--- config.mk ---
export PLATFORM = sky130hd
export DESIGN_NAME = writeback_arbiter
export DESIGN_NICKNAME = d
export VERILOG_FILES = /design/src/rtl/wb_pkg.sv /design/src/rtl/wb_fifo.sv /design/src/rtl/writeback_arbiter.sv
export SDC_FILE = /design/constraint.sdc
export NUM_CORES = 1
export LEC_CHECK = 0
export CAP_MARGIN = 20
export CORE_MARGIN = 3
export CORE_UTILIZATION = 40
export CTS_BUF_LIST = sky130_fd_sc_hd__clkbuf_2 sky130_fd_sc_hd__clkbuf_4 sky130_fd_sc_hd__clkbuf_8
export CTS_CLUSTER_DIAMETER = 120
export DETAILED_ROUTE_END_ITERATION = 8
export GPL_TIMING_DRIVEN = 0
export PLACE_DENSITY_LB_ADDON = 0.3
export RECOVER_POWER = 25
export SYNTH_ARGS = -nofsm -noshare
export SYNTH_HDL_FRONTEND = slang
export SYNTH_SLANG_ARGS = --single-unit
export TNS_END_PERCENT = 50
--- constraint.sdc ---
create_clock -name clk -period 5.5 [get_ports clk]
set_input_delay 0.55 -clock clk [delete_from_list [all_inputs] [get_ports clk]]
set_output_delay 0.55 -clock clk [all_outputs]
set_load 0.02 [all_outputs]
--- src/rtl/wb_pkg.sv ---
// Shared types for the writeback arbiter: default widths, the buffered
// request record and the winner-select encoding.
package wb_pkg;

    localparam int REGISTERS_DEF = 32;
    localparam int WIDTH_DEF     = 32;
    localparam int ADDR_W_DEF    = $clog2(REGISTERS_DEF);

    typedef struct packed {
        logic [ADDR_W_DEF-1:0] rd;
        logic [WIDTH_DEF-1:0]  data;
    } wb_req_t;

    typedef enum logic [1:0] {
        SRC_NONE,
        SRC_ALU,
        SRC_LD
    } wb_src_t;

endpackage

--- src/rtl/wb_fifo.sv ---
// Synchronous FIFO for buffered load results. No fall-through: an entry
// written at a posedge becomes visible at the head from the next cycle on.
module wb_fifo
    import wb_pkg::*;
#(
    parameter int  DEPTH = 4,
    parameter type T     = wb_req_t
) (
    input  logic                   clk,
    input  logic                   rst_n,
    input  logic                   push_i,
    input  T                       wdata_i,
    input  logic                   pop_i,
    output T                       rdata_o,
    output logic                   full_o,
    output logic                   empty_o,
    output logic [$clog2(DEPTH):0] count_o
);

    localparam int PW = $clog2(DEPTH);
    localparam int CW = PW + 1;

    T               mem_q [DEPTH];
    logic [PW-1:0]  wr_q, rd_q;
    logic [CW-1:0]  cnt_q;
    logic           do_push, do_pop;

    assign full_o  = (cnt_q == CW'(DEPTH));
    assign empty_o = (cnt_q == '0);
    assign count_o = cnt_q;
    assign rdata_o = mem_q[rd_q];
    assign do_push = push_i && !full_o;
    assign do_pop  = pop_i && !empty_o;

    // Storage needs no reset; validity is tracked by the pointers alone.
    always_ff @(posedge clk) begin
        if (do_push) mem_q[wr_q] <= wdata_i;
    end

    always_ff @(posedge clk or negedge rst_n) begin
        if (!rst_n) begin
            wr_q  <= '0;
            rd_q  <= '0;
            cnt_q <= '0;
        end else begin
            if (do_push) wr_q <= wr_q + 1'b1;
            if (do_pop)  rd_q <= rd_q + 1'b1;
            cnt_q <= cnt_q + CW'(do_push) - CW'(do_pop);
        end
    end

endmodule

--- src/rtl/writeback_arbiter.sv ---
// Merges the ALU and buffered load results onto the register file write
// port. Optional same-cycle forwarding outputs under `WB_BYPASS_EN.
module writeback_arbiter
    import wb_pkg::*;
#(
    parameter  int REGISTERS    = REGISTERS_DEF,
    parameter  int WIDTH        = WIDTH_DEF,
    parameter  int LD_DEPTH     = 4,
    parameter  int STARVE_LIMIT = 3,
    localparam int ADDR_W       = $clog2(REGISTERS)
) (
    input  logic              clk,
    input  logic              rst_n,
    input  logic              alu_valid,
    output logic              alu_ready,
    input  logic [ADDR_W-1:0] alu_rd,
    input  logic [WIDTH-1:0]  alu_data,
    input  logic              ld_valid,
    output logic              ld_ready,
    input  logic [ADDR_W-1:0] ld_rd,
    input  logic [WIDTH-1:0]  ld_data,
    output logic              wb_we,
    output logic [ADDR_W-1:0] wb_addr,
    output logic [WIDTH-1:0]  wb_data,
    output logic              ld_pending
`ifdef WB_BYPASS_EN
    ,
    output logic              byp_valid,
    output logic [ADDR_W-1:0] byp_addr,
    output logic [WIDTH-1:0]  byp_data
`endif
);

    localparam int CW = $clog2(LD_DEPTH) + 1;
    localparam int SW = $clog2(STARVE_LIMIT + 1);

    typedef struct packed {
        logic [ADDR_W-1:0] rd;
        logic [WIDTH-1:0]  data;
    } req_t;

    req_t              ld_in, ld_head, win;
    wb_src_t           src;
    logic              ld_full, ld_empty, ld_push, ld_pop;
    logic [CW-1:0]     ld_count;
    logic              force_ld, alu_fire, alu_wr;
    logic [SW-1:0]     starve_q, starve_d;
    logic              wb_we_q;
    logic [ADDR_W-1:0] wb_addr_q;
    logic [WIDTH-1:0]  wb_data_q;

    assign force_ld   = (starve_q == SW'(STARVE_LIMIT));
    assign alu_ready  = !force_ld;
    assign alu_fire   = alu_valid && alu_ready;
    assign alu_wr     = alu_fire && (alu_rd != '0);
    assign ld_ready   = !ld_full;
    // x0 loads complete the handshake but never occupy a slot.
    assign ld_push    = ld_valid && ld_ready && (ld_rd != '0);
    assign ld_pop     = !alu_wr && !ld_empty;
    assign ld_pending = (ld_count != '0);
    assign ld_in      = '{rd: ld_rd, data: ld_data};

    wb_fifo #(
        .DEPTH (LD_DEPTH),
        .T     (req_t)
    ) u_ld_fifo (
        .clk     (clk),
        .rst_n   (rst_n),
        .push_i  (ld_push),
        .wdata_i (ld_in),
        .pop_i   (ld_pop),
        .rdata_o (ld_head),
        .full_o  (ld_full),
        .empty_o (ld_empty),
        .count_o (ld_count)
    );

    always_comb begin
        src      = SRC_NONE;
        win      = '0;
        starve_d = starve_q;
        if (alu_wr) begin
            src      = SRC_ALU;
            win.rd   = alu_rd;
            win.data = alu_data;
        end else if (ld_pop) begin
            src = SRC_LD;
            win = ld_head;
        end
        // Non-empty without a pop can only mean the ALU took the port.
        if (ld_empty || ld_pop)
            starve_d = '0;
        else if (!force_ld)
            starve_d = starve_q + 1'b1;
    end

    always_ff @(posedge clk or negedge rst_n) begin
        if (!rst_n) begin
            starve_q  <= '0;
            wb_we_q   <= 1'b0;
            wb_addr_q <= '0;
            wb_data_q <= '0;
        end else begin
            starve_q <= starve_d;
            wb_we_q  <= (src != SRC_NONE);
            if (src != SRC_NONE) begin
                wb_addr_q <= win.rd;
                wb_data_q <= win.data;
            end
        end
    end

    assign wb_we   = wb_we_q;
    assign wb_addr = wb_addr_q;
    assign wb_data = wb_data_q;

`ifdef WB_BYPASS_EN
    assign byp_valid = (src != SRC_NONE);
    assign byp_addr  = win.rd;
    assign byp_data  = win.data;
`endif

endmodule

==> results of run 1 <==
[registers in the layout, indices dropped and copies added, names as in the netlist]
register	flops
starve_q	2
u_ld_fifo.count_o	3
u_ld_fifo.mem_q	148
u_ld_fifo.rd_q	2
u_ld_fifo.wr_q	2
wb_addr	5
wb_data	32
wb_we	1
[power breakdown]
part / leakage, nW / switching, mW / internal [mW] / total (mW)
clock network: 0.205 / 0.498 / 0.499 / 0.998
registers: 1.89 / 0.140 / 1.98 / 2.12
logic: 1.25 / 0.933 / 0.800 / 1.73
total: 3.35 / 1.57 / 3.28 / 4.85
[final timing paths]
check | from | endpoint | slack, ps | cells past startpoint
max | u_ld_fifo.count_o[2] | ld_pending | 2450 | 4
min | rst_n | wb_data[4] | 430 | 1
max reg2reg | u_ld_fifo.count_o[2] | u_ld_fifo.count_o[2] | 2520 | 11
min reg2reg | starve_q[0] | starve_q[0] | 460 | 1
max in group asynchronous | rst_n | wb_data[17] | 3070 | 2
min in group clk | starve_q[0] | starve_q[0] | 460 | 1
[synthesized netlist by cell type (3+ instances only)]
master,number,area share (%)
sky130_fd_sc_hd__nor2_1,36,1.8
sky130_fd_sc_hd__nand2_1,74,3.7
sky130_fd_sc_hd__xnor2_1,4,0.47
sky130_fd_sc_hd__and2_1,5,0.42
sky130_fd_sc_hd__a31oi_1,35,2.9
sky130_fd_sc_hd__mux4_2,37,11
sky130_fd_sc_hd__nand3_1,3,0.20
sky130_fd_sc_hd__buf_2,10,0.66
sky130_fd_sc_hd__dfrtp_1,47,16
sky130_fd_sc_hd__ha_1,7,1.2
sky130_fd_sc_hd__edfxtp_1,148,59
sky130_fd_sc_hd__buf_4,5,0.50
sky130_fd_sc_hd__inv_1,8,0.40
sky130_fd_sc_hd__clkbuf_1,9,0.45
[area by class of cell]
type,instances,area [um2]
Fill cell,1481,8680
Sequential cell,195,5620
Multi-Input combinational cell,214,1770
Timing Repair Buffer,123,1260
Tap cell,229,287
Clock buffer,17,234
Clock inverter,15,206
Buffer,24,121
Inverter,8,30.0
Antenna cell,1,2.50
[metal layers]
metal / track usage (%) / up-vias / share of wire, %
met1: 22.9 / 2243 / 42
met2: 28.2 / 129 / 51
met5: 0 / - / 0
li1: - / 1951 / -
met3: 3.15 / 21 / 5.8
met4: 5.90 / 0 / 1.9
[cells by family (layout without fill, tap and decap cells)]
family	count (synthesis)	after routing	share of synthesized area (%)
DFF	195	195	74.6
and+or+nand+nor	124	124	6.66
AOI/OAI and AO/OA	39	39	3.49
muxes	38	38	11.2
buffers and inverters	32	187	2.01
adders and majority gates	8	8	1.43
xor gates and xnor gates	5	5	0.581
other	0	1	0
[stage by stage]
stage	area [um2]	setup slack, ps
floorplan	7530	2890
global placement	9000	1910
detailed placement	9100	2200
CTS	9540	2410
global route	9530	2290
finish	9530	2450
==> impl_table.tex, run 1 <==
\begin{tabular}{lr}
\hline
Metric & Value \\
\hline
\multicolumn{2}{l}{\textbf{Run status}} \\
\quad Status & complete, no violations \\
\multicolumn{2}{l}{\textbf{Yosys}} \\
\quad YS warnings & 0 \\
\quad Netlist area before placement & 7530 um2 \\
\quad Async SR Flop Fraction & 24.1\% \\
\quad Register bit total from synthesis & 195 \\
\quad Dominant synthesized flop cell & sky130\_fd\_sc\_hd\_\_edfxtp\_1 \\
\quad Per-instance average area after synthesis & 17.1 um2 \\
\quad Fraction of the yosys area taken by sequential cells & 74.6\% \\
\quad Synth unique cells & 25 \\
\quad Syn\_nets & 527 \\
\quad EDFF count, synth & 148 \\
\quad Instance count of the mapped netlist & 441 \\
\multicolumn{2}{l}{\textbf{Floorplan}} \\
\quad Core area & 18,200 um2 \\
\quad Count of pins on the block boundary & 119 \\
\quad Number of standard-cell rows in the floorplan & 49 \\
\quad Width of the die & 143 um \\
\quad Initial standard-cell utilization of the core & 41.4\% \\
\quad Area of the die & 20,500 um2 \\
\quad Die height & 143 um \\
\multicolumn{2}{l}{\textbf{Critical path}} \\
\quad Buffer and inverter count on the worst path & 3 \\
\quad Dominant delay contributor by cell family on the critical path & buffers and inverters \\
\quad Cell Chain, Critical Path & nor3\_1 -> inv\_1 -> clkbuf\_1 -> clkdlybuf4s50\_1 \\
\quad Category of the most critical setup path & reg2out \\
\quad Largest stage delay on the critical path & 630 ps \\
\quad Data required time of the critical path & 4950 ps \\
\quad Crit. End Element & primary output \\
\quad Critical path launch point type & flip-flop \\
\quad Standard cell with the maximum stage delay on the critical path & sky130\_fd\_sc\_hd\_\_clkdlybuf4s50\_1 \\
\quad Maximum fanout along the worst path & 10 \\
\quad Signal arrival time at the worst endpoint & 2500 ps \\
\multicolumn{2}{l}{\textbf{Global routing}} \\
\quad Gr usage total & 17.0\% \\
\quad Vias in the first global route & 4,643 \\
\quad Total gr overflow & 0 \\
\quad Antenna violations before repair & 1 \\
\quad Global-route wire length before repair & 25.8 mm \\
\quad Largest net degree at the start of global routing & 29 \\
\multicolumn{2}{l}{\textbf{Power}} \\
\quad Leakage power summed over all cells & 3.35 nW \\
\quad Total power & 4.85 mW \\
\quad Maximum VDD drop & 0.220 mV \\
\quad Total power per unit cell area & 510 nW/um2 \\
\multicolumn{2}{l}{\textbf{STA}} \\
\quad Clock period minus final worst setup slack & 3050 ps \\
\quad Number of pins exceeding their max-slew limit in the final report & 0 \\
\quad Worst Hold Margin & 430 ps \\
\quad Worst max-slew margin expressed relative to the limit & 1.64\% \\
\quad Number of hold violations in the final report & 0 \\
\quad Setup TNS after final layout & 0 ps \\
\quad Unrepaired setup endpoints after global routing & false \\
\quad Actual slew at the worst max-slew pin & 1480 ps \\
\quad Max Clk Rate & 328 MHz \\
\quad Setup skew after layout & 10.8 ps \\
\quad Final setup violating endpoints & 0 \\
\quad Final period util & 55.4\% \\
\multicolumn{2}{l}{\textbf{Routing}} \\
\quad Routed Antenna Nets & 0 \\
\quad Average routed wire per standard cell & 20.3 um \\
\quad Initial DRC count & 261 \\
\quad Number of DRC violations after detailed routing & 0 \\
\quad Routed WL & 16.8 mm \\
\quad First-pass detailed-route iteration total & 4 \\
\quad Total number of vias & 4,344 \\
\quad Vias per cell & 5.26 \\
\multicolumn{2}{l}{\textbf{CTS}} \\
\quad Resize count post-CTS & 0 \\
\quad TritonCTS buffer count & 17 \\
\quad Clock Path Buffers & 2 \\
\quad Setup bufs post-CTS & 0 \\
\quad CTS H-tree depth & 4 \\
\quad Clock latency reported for the late side of the worst-skew pair & 460 ps \\
\quad Hold buffer count at CTS & 0 \\
\quad Clock slew at the register clock pins of the worst setup and hold paths & 100 ps \\
\quad TritonCTS clock tree & done \\
\quad Clock sinks & 195 \\
\quad Clock Root Buffer & sky130\_fd\_sc\_hd\_\_clkbuf\_8 \\
\multicolumn{2}{l}{\textbf{Final layout}} \\
\quad Highest-count cells in the layout ignoring fill and taps & sky130\_fd\_sc\_hd\_\_edfxtp\_1 (148), sky130\_fd\_sc\_hd\_\_clkdlybuf4s50\_1 (100), sky130\_fd\_sc\_hd\_\_nand2\_1 (74) \\
\quad Final-stage net count & 669 \\
\quad Area added between synthesis and finish & 26.5\% \\
\quad Most common library cell in the layout ignoring fill and taps & sky130\_fd\_sc\_hd\_\_edfxtp\_1 \\
\quad Ratio of cells with drive above 1 in the final layout & 15.9\% \\
\quad Final Non-Filler Cells & 826 \\
\quad Final Util & 52.3\% \\
\multicolumn{2}{l}{\textbf{Place}} \\
\quad Count of port buffers added during placement & 118 \\
\quad DP Cell Count & 793 \\
\quad HPWL Detailed & 11.3 mm \\
\quad Gp weighted congestion & 0.720 \\
\multicolumn{2}{l}{\textbf{Worst hold path}} \\
\quad Hold/Removal Path Class & in2async \\
\multicolumn{2}{l}{\textbf{Flow run}} \\
\quad Max Cap Viol & 0 \\
\hline
\end{tabular}
Power figures use the tool's default switching activity.
==> run 2: changes to the inputs <==
- clock period: 5.5 -> 3.02 ns (I/O delays scaled with it)
==> run 2 against run 1 <==
Effect of this change: cell area rose by 0.34%; die area did not move; sequential cell count did not move; clock-buffer cell count did not move; sequential share of layout area fell by 0.20 points; global-route usage barely moved; largest power group unchanged.
==> impl_table.tex, run 2 (synthesis results as in run 1) <==
\begin{tabular}{lr}
\hline
Metric & Value \\
\hline
\multicolumn{2}{l}{\textbf{Run status}} \\
\quad Status & complete, no violations (unchanged) \\
\multicolumn{2}{l}{\textbf{Floorplan}} \\
\quad Die height & 143 um (unchanged) \\
\quad Width of the die & 143 um (unchanged) \\
\quad Area of the die & 20,500 um2 (unchanged) \\
\quad Core area & 18,200 um2 (unchanged) \\
\quad Number of standard-cell rows in the floorplan & 49 (unchanged) \\
\quad Count of pins on the block boundary & 119 (unchanged) \\
\quad Initial standard-cell utilization of the core & 41.4\% (unchanged) \\
\multicolumn{2}{l}{\textbf{STA}} \\
\quad Final setup violating endpoints & 0 (unchanged) \\
\quad Max Clk Rate & 361 MHz \\
\quad Number of hold violations in the final report & 0 (unchanged) \\
\quad Unrepaired setup endpoints after global routing & false (unchanged) \\
\quad Clock period minus final worst setup slack & 2770 ps \\
\quad Final period util & 91.7\% \\
\quad Actual slew at the worst max-slew pin & 712 ps (was 1480 ps) \\
\quad Worst max-slew margin expressed relative to the limit & 52.5\% (was 1.64\%) \\
\quad Number of pins exceeding their max-slew limit in the final report & 0 (unchanged) \\
\quad Setup skew after layout & 11.5 ps (was 10.8 ps) \\
\multicolumn{2}{l}{\textbf{Worst hold path}} \\
\quad Worst hold path cell count & 3 \\
\quad Hold/Removal Path Class & in2reg (was in2async) \\
\quad Min-Delay Endpoint & wb\_data[29] \\
\quad Hold Path Origin & alu\_data[29] \\
\multicolumn{2}{l}{\textbf{CTS}} \\
\quad CTS H-tree depth & 4 (unchanged) \\
\quad Clock slew at the register clock pins of the worst setup and hold paths & 100 ps (about the same) \\
\quad Clock Path Buffers & 2 (unchanged) \\
\quad Clock latency reported for the late side of the worst-skew pair & 460 ps (about the same) \\
\quad Clock Root Buffer & sky130\_fd\_sc\_hd\_\_clkbuf\_8 (unchanged) \\
\quad Setup bufs post-CTS & 0 (unchanged) \\
\quad Clock sinks & 195 (unchanged) \\
\quad TritonCTS clock tree & done (unchanged) \\
\quad TritonCTS buffer count & 17 (unchanged) \\
\multicolumn{2}{l}{\textbf{Global routing}} \\
\quad Vias in the first global route & 4,647 (was 4,643) \\
\quad Antenna violations before repair & 2 (was 1) \\
\quad Total gr overflow & 0 (unchanged) \\
\quad Global-route wire length before repair & 25.8 mm (about the same) \\
\quad Largest net degree at the start of global routing & 29 (unchanged) \\
\quad Gr usage total & 17.1\% (was 17.0\%) \\
\multicolumn{2}{l}{\textbf{Routing}} \\
\quad Number of DRC violations after detailed routing & 0 (unchanged) \\
\quad Metal3 WL & 710 um (was 967 um) \\
\quad Routed Antenna Nets & 0 (unchanged) \\
\quad First-pass detailed-route iteration total & 5 (was 4) \\
\quad Routed WL & 16.9 mm (was 16.8 mm) \\
\quad Average routed wire per standard cell & 20.4 um (was 20.3 um) \\
\quad Total number of vias & 4,346 (was 4,344) \\
\quad Routed met1 length & 7.32 mm (was 7.01 mm) \\
\quad Metal2 WL & 8.53 mm (was 8.49 mm) \\
\quad Highest routed metal layer & met5 (was met4) \\
\quad Initial DRC count & 275 (was 261) \\
\quad Vias per cell & 5.26 (about the same) \\
\multicolumn{2}{l}{\textbf{Critical path}} \\
\quad Data required time of the critical path & 3390 ps (was 4950 ps) \\
\quad Maximum fanout along the worst path & 10 (unchanged) \\
\quad Endpoint of the worst-slack reg-to-reg timing path & u\_ld\_fifo.count\_o[2] (unchanged) \\
\quad Beginning of the critical path & u\_ld\_fifo.count\_o[2] (unchanged) \\
\quad Crit. End Element & flip-flop (was primary output) \\
\quad Reg2reg setup slack & 250 ps (was 2520 ps) \\
\quad Signal arrival time at the worst endpoint & 3140 ps (was 2500 ps) \\
\quad Standard cell with the maximum stage delay on the critical path & sky130\_fd\_sc\_hd\_\_dfrtp\_1 (was sky130\_fd\_sc\_hd\_\_clkdlybuf4s50\_1) \\
\quad Critical path launch point type & flip-flop (unchanged) \\
\quad Worst R2R Path Depth & 11 (unchanged) \\
\quad Startpoint of the lowest-slack register-to-register path & u\_ld\_fifo.count\_o[2] (unchanged) \\
\quad Dominant cell type by count on the critical path & sky130\_fd\_sc\_hd\_\_inv\_1 \\
\quad Largest stage delay on the critical path & 430 ps (was 630 ps) \\
\quad Category of the most critical setup path & reg2reg (was reg2out) \\
\quad Cell Chain, Critical Path & nor3\_2 -> inv\_1 -> clkbuf\_1 -> and2\_1 -> ha\_1 -> inv\_1 -> ha\_1 -> inv\_1 -> fa\_1 -> xnor2\_1 -> xnor2\_1 (was nor3\_1 -> inv\_1 -> clkbuf\_1 -> clkdlybuf4s50\_1) \\
\multicolumn{2}{l}{\textbf{Final layout}} \\
\quad Ratio of cells with drive above 1 in the final layout & 16.4\% (was 15.9\%) \\
\quad Cell area after layout & 9560 um2 (was 9530 um2) \\
\quad Area added between synthesis and finish & 26.9\% (was 26.5\%) \\
\quad Final-stage net count & 670 (was 669) \\
\quad Final Util & 52.5\% (was 52.3\%) \\
\quad Filler Cell Count & 1,475 (was 1,481) \\
\quad Number of flip-flops in the largest register & 148 (unchanged) \\
\quad Highest-count cells in the layout ignoring fill and taps & sky130\_fd\_sc\_hd\_\_edfxtp\_1 (148), sky130\_fd\_sc\_hd\_\_clkdlybuf4s50\_1 (89), sky130\_fd\_sc\_hd\_\_nand2\_1 (74) (was sky130\_fd\_sc\_hd\_\_edfxtp\_1 (148), sky130\_fd\_sc\_hd\_\_clkdlybuf4s50\_1 (100), sky130\_fd\_sc\_hd\_\_nand2\_1 (74)) \\
\quad Reg with most FFs & u\_ld\_fifo.mem\_q (unchanged) \\
\quad Most common library cell in the layout ignoring fill and taps & sky130\_fd\_sc\_hd\_\_edfxtp\_1 (unchanged) \\
\multicolumn{2}{l}{\textbf{Place}} \\
\quad HPWL Detailed & 11.3 mm (unchanged) \\
\quad Area after DPL & 9100 um2 (unchanged) \\
\quad Gp weighted congestion & 0.720 (unchanged) \\
\quad Count of port buffers added during placement & 118 (unchanged) \\
\multicolumn{2}{l}{\textbf{Flow run}} \\
\quad Max Cap Viol & 0 (unchanged) \\
\multicolumn{2}{l}{\textbf{Power}} \\
\quad Total power per unit cell area & 926 nW/um2 (was 510 nW/um2) \\
\quad Leakage power summed over all cells & 3.37 nW (was 3.35 nW) \\
\quad Total power & 8.85 mW (was 4.85 mW) \\
\quad Maximum VDD drop & 0.400 mV (was 0.220 mV) \\
\hline
\end{tabular}
[run 2: final cells by class]
cell class / count / area, um2 / area share [%]
antenna: 1 / 2.50 / 0.0262
buffer: 24 / 121 / 1.27
clock buffer: 17 / 234 / 2.45
clock inverter: 15 / 206 / 2.16
inverter: 8 / 30.0 / 0.314
multi-input combinational: 214 / 1770 / 18.5
sequential: 195 / 5620 / 58.8
tap: 229 / 287 / 3.00
timing repair buffer: 124 / 1290 / 13.5
[run 2: worst max path at each step]
| stage | slack (ps) | end |
|---|---|---|
| 2_1_floorplan | 570 | u_ld_fifo.count_o[2] |
| 5_1_grt | 20 | u_ld_fifo.count_o[2] |
| 4_1_cts | 20 | u_ld_fifo.count_o[2] |
| 3_3_place_gp | -320 | u_ld_fifo.mem_q[0][17] |
| 3_5_place_dp | -30 | u_ld_fifo.count_o[2] |
| 6_report | 250 | u_ld_fifo.count_o[2] |
[run 2: timing repair]
item                                   CTS  global route
setup endpoints to repair                0             1
endpoints found under the hold margin   22             0
hold buffers                             1             0
resized for setup                        0             1
[run 2: critical path, delay by kind of cell (launching register included)]
kind	cells	cell delay, ps
XOR/XNOR	2	350
buffers and inverters	4	530
AND/OR/NAND/NOR	2	600
adder cells (fa/ha/maj)	3	760
flip-flops	1	430
[run 2: power by group]
| part | internal (mW) | total (mW) | leakage [nW] | switching [mW] |
|---|---|---|---|---|
| Clock | 0.910 | 1.82 | 0.205 | 0.906 |
| Sequential | 3.61 | 3.87 | 1.89 | 0.258 |
| Combinational | 1.46 | 3.16 | 1.27 | 1.70 |
[run 2: routing by layer]
layer  global-route usage [%]  vias to the layer above
met4                     5.90                        2
li1                         -                     1954
met3                     3.15                       23
met2                     28.3                      121
met5                        0                        -
met1                     22.9                     2246
[run 2: through the flow]
stage / worst slack (ps) / setup TNS [ps] / instances / hold slack (ps)
global placement: -323 / -47390 / 788 / 435
global route: 24.5 / 0 / 827 / 408
detailed placement: -33.5 / -33.5 / 793 / 366
finish: 250 / 0 / 827 / 410
CTS: 23.2 / 0 / 826 / 388
floorplan: 566 / 0 / 441 / 6.41
==> run 3: changes to the inputs <==
- clock period: 3.02 -> 2.6 ns (I/O delays scaled with it)
==> run 3 against run 2 <==
Effect of this change: clock-buffer cell count unchanged; sequential cell count unchanged; first-iteration DRC count down 1.1%; utilization up 0.31 points; largest cell class unchanged; via count up 0.46%; critical path depth unchanged; sequential power up 17%.
==> impl_table.tex, run 3 (synthesis results as in run 1) <==
\begin{tabular}{lr}
\hline
Metric & Value \\
\hline
\multicolumn{2}{l}{\textbf{Global routing}} \\
\quad Grt peak-use layer & met2 (unchanged) \\
\quad Fraction of met1 tracks used by global routing & 22.9\% (about the same) \\
\quad Global-route wire length before repair & 25.9 mm (was 25.8 mm) \\
\quad Met2 capacity usage during global routing & 28.3\% (unchanged) \\
\quad Largest net degree at the start of global routing & 29 (unchanged) \\
\quad Total gr overflow & 0 (unchanged) \\
\quad Antenna violations before repair & 2 (unchanged) \\
\quad M3 GR Usage & 3.15\% (unchanged) \\
\quad Vias in the first global route & 4,647 (unchanged) \\
\quad Gr usage total & 17.1\% (about the same) \\
\multicolumn{2}{l}{\textbf{Critical path}} \\
\quad Maximum fanout along the worst path & 5 (was 10) \\
\quad Crit. End Element & flip-flop (unchanged) \\
\quad Critical path launch point type & input pin (was flip-flop) \\
\quad Largest stage delay on the critical path & 560 ps (was 430 ps) \\
\quad Cell Chain, Critical Path & clkdlybuf4s50\_1 -> or4\_4 -> o21ai\_4 -> and2\_4 -> ha\_1 -> inv\_1 -> ha\_1 -> inv\_1 -> fa\_1 -> xnor2\_2 -> xnor2\_1 (was nor3\_2 -> inv\_1 -> clkbuf\_1 -> and2\_1 -> ha\_1 -> inv\_1 -> ha\_1 -> inv\_1 -> fa\_1 -> xnor2\_1 -> xnor2\_1) \\
\quad Category of the most critical setup path & in2reg (was reg2reg) \\
\quad Data required time of the critical path & 2940 ps (was 3390 ps) \\
\quad Dominant delay contributor by cell family on the critical path & simple AND/OR/NAND/NOR gates (was adder cells) \\
\quad Signal arrival time at the worst endpoint & 2870 ps (was 3140 ps) \\
\quad Standard cell with the maximum stage delay on the critical path & sky130\_fd\_sc\_hd\_\_or4\_4 (was sky130\_fd\_sc\_hd\_\_dfrtp\_1) \\
\quad Buffer and inverter count on the worst path & 3 (was 4) \\
\multicolumn{2}{l}{\textbf{STA}} \\
\quad Number of pins exceeding their max-slew limit in the final report & 0 (unchanged) \\
\quad Number of hold violations in the final report & 0 (unchanged) \\
\quad Setup TNS after final layout & 0 ps (unchanged) \\
\quad Final setup violating endpoints & 0 (unchanged) \\
\quad Clock period minus final worst setup slack & 2530 ps \\
\quad Fin worst setup slack & 69.2 ps (was 250 ps) \\
\quad Worst max-slew margin expressed relative to the limit & 51.8\% (was 52.5\%) \\
\quad Final period util & 97.3\% \\
\quad Actual slew at the worst max-slew pin & 723 ps (was 712 ps) \\
\quad Max Clk Rate & 395 MHz \\
\quad Setup skew after layout & 12.7 ps (was 11.5 ps) \\
\quad Worst Hold Margin & 371 ps (was 410 ps) \\
\multicolumn{2}{l}{\textbf{CTS}} \\
\quad TritonCTS clock tree & done (unchanged) \\
\quad Clock slew at the register clock pins of the worst setup and hold paths & 100 ps (about the same) \\
\quad CTS H-tree depth & 4 (unchanged) \\
\quad TritonCTS buffer count & 17 (unchanged) \\
\quad Clock latency reported for the late side of the worst-skew pair & 460 ps (about the same) \\
\quad Clock sinks & 195 (unchanged) \\
\quad Clock Path Buffers & 2 (unchanged) \\
\quad Clock Root Buffer & sky130\_fd\_sc\_hd\_\_clkbuf\_8 (unchanged) \\
\multicolumn{2}{l}{\textbf{Final layout}} \\
\quad Number of flip-flops in the largest register & 148 (unchanged) \\
\quad Most common library cell in the layout ignoring fill and taps & sky130\_fd\_sc\_hd\_\_edfxtp\_1 (unchanged) \\
\quad Final-stage net count & 674 (was 670) \\
\quad Cell area after layout & 9610 um2 (was 9560 um2) \\
\quad Highest-count cells in the layout ignoring fill and taps & sky130\_fd\_sc\_hd\_\_edfxtp\_1 (148), sky130\_fd\_sc\_hd\_\_clkdlybuf4s50\_1 (89), sky130\_fd\_sc\_hd\_\_nand2\_1 (74) (unchanged) \\
\quad Reg with most FFs & u\_ld\_fifo.mem\_q (unchanged) \\
\quad Ratio of cells with drive above 1 in the final layout & 18.3\% (was 16.4\%) \\
\quad Final Non-Filler Cells & 831 (was 827) \\
\quad Final Util & 52.8\% (was 52.5\%) \\
\quad Area added between synthesis and finish & 27.6\% (was 26.9\%) \\
\multicolumn{2}{l}{\textbf{Routing}} \\
\quad Initial DRC count & 272 (was 275) \\
\quad Number of DRC violations after detailed routing & 0 (unchanged) \\
\quad Vias per cell & 5.25 (was 5.26) \\
\quad Routed Antenna Nets & 0 (unchanged) \\
\quad First-pass detailed-route iteration total & 5 (unchanged) \\
\quad Routed WL & 16.9 mm (about the same) \\
\quad Average routed wire per standard cell & 20.3 um (was 20.4 um) \\
\quad Total number of vias & 4,366 (was 4,346) \\
\multicolumn{2}{l}{\textbf{Place}} \\
\quad DP Cell Count & 793 (unchanged) \\
\quad Gp weighted congestion & 0.720 (unchanged) \\
\quad HPWL Detailed & 11.3 mm (unchanged) \\
\quad Count of port buffers added during placement & 118 (unchanged) \\
\quad Pre-CTS setup slack & -411 ps (was -33.5 ps) \\
\quad Area after DPL & 9100 um2 (unchanged) \\
\multicolumn{2}{l}{\textbf{Floorplan}} \\
\quad Width of the die & 143 um (unchanged) \\
\quad Core area & 18,200 um2 (unchanged) \\
\quad Die height & 143 um (unchanged) \\
\quad Initial standard-cell utilization of the core & 41.4\% (unchanged) \\
\quad Count of pins on the block boundary & 119 (unchanged) \\
\quad Area of the die & 20,500 um2 (unchanged) \\
\quad Number of standard-cell rows in the floorplan & 49 (unchanged) \\
\multicolumn{2}{l}{\textbf{Power}} \\
\quad Total power per unit cell area & 1080 nW/um2 (was 926 nW/um2) \\
\quad Total power & 10.4 mW (was 8.85 mW) \\
\quad Maximum VDD drop & 0.466 mV (was 0.400 mV) \\
\quad Leakage power summed over all cells & 3.40 nW (was 3.37 nW) \\
\multicolumn{2}{l}{\textbf{Run status}} \\
\quad Status & complete, no violations (unchanged) \\
\multicolumn{2}{l}{\textbf{Worst hold path}} \\
\quad Hold/Removal Path Class & in2reg (unchanged) \\
\multicolumn{2}{l}{\textbf{Flow run}} \\
\quad Max Cap Viol & 0 (unchanged) \\
\hline
\end{tabular}
-- run 3: cell types whose count changed in the layout (fill, tap and decap cells not counted), sizes merged --
cell,change
clkbuf,-1
buf,+5
-- run 3: final timing paths --
check	end	cells after the start	from	slack, ps
worst max-delay path	u_ld_fifo.count_o[2]	11	alu_rd[1]	70
worst min-delay path	wb_data[29]	3	alu_data[29]	370
worst max register to register	u_ld_fifo.count_o[2]	11	u_ld_fifo.count_o[2]	140
worst min register to register	starve_q[0]	1	starve_q[0]	460
max in group asynchronous	wb_data[17]	3	rst_n	1630
min in group asynchronous	wb_data[4]	2	rst_n	390
-- run 3: area by class of cell --
cell class / instances / area (um2)
fill: 1474 / 8590
buffer: 24 / 126
inverter: 8 / 30.0
timing repair buffer: 128 / 1320
clock buffer: 17 / 234
multi-input combinational: 214 / 1790
tap: 229 / 287
antenna: 1 / 2.50
clock inverter: 15 / 206
sequential: 195 / 5620
-- run 3: metal layers --
| layer | vias up | share of wire (%) | routed length [um] |
|---|---|---|---|
| met4 | 2 | 2.0 | 340 |
| met3 | 28 | 4.6 | 779 |
| met5 | - | 0.041 | 7 |
| li1 | 1964 | - | - |
| met2 | 131 | 51 | 8600 |
| met1 | 2241 | 42 | 7180 |
-- run 3: tightest hold or removal path: stages --
cell and delay [ps]:
sky130_fd_sc_hd__clkdlybuf4s50_1 400, sky130_fd_sc_hd__nor2_1 100, sky130_fd_sc_hd__a31oi_1 40
-- run 3: power by group --
group	switching, mW	internal, mW	leakage (nW)	total (mW)
Combinational	1.99	1.75	1.31	3.74
Sequential	0.315	4.20	1.89	4.51
Clock	1.05	1.06	0.205	2.11
-- run 3: timing repair --
item	CTS	global route
gates cloned	0	0
resized for setup	5	7
setup endpoints to repair	3	1
hold buffers	1	0
endpoints found under the hold margin	22	0
setup buffers	0	4
pin swaps	0	2
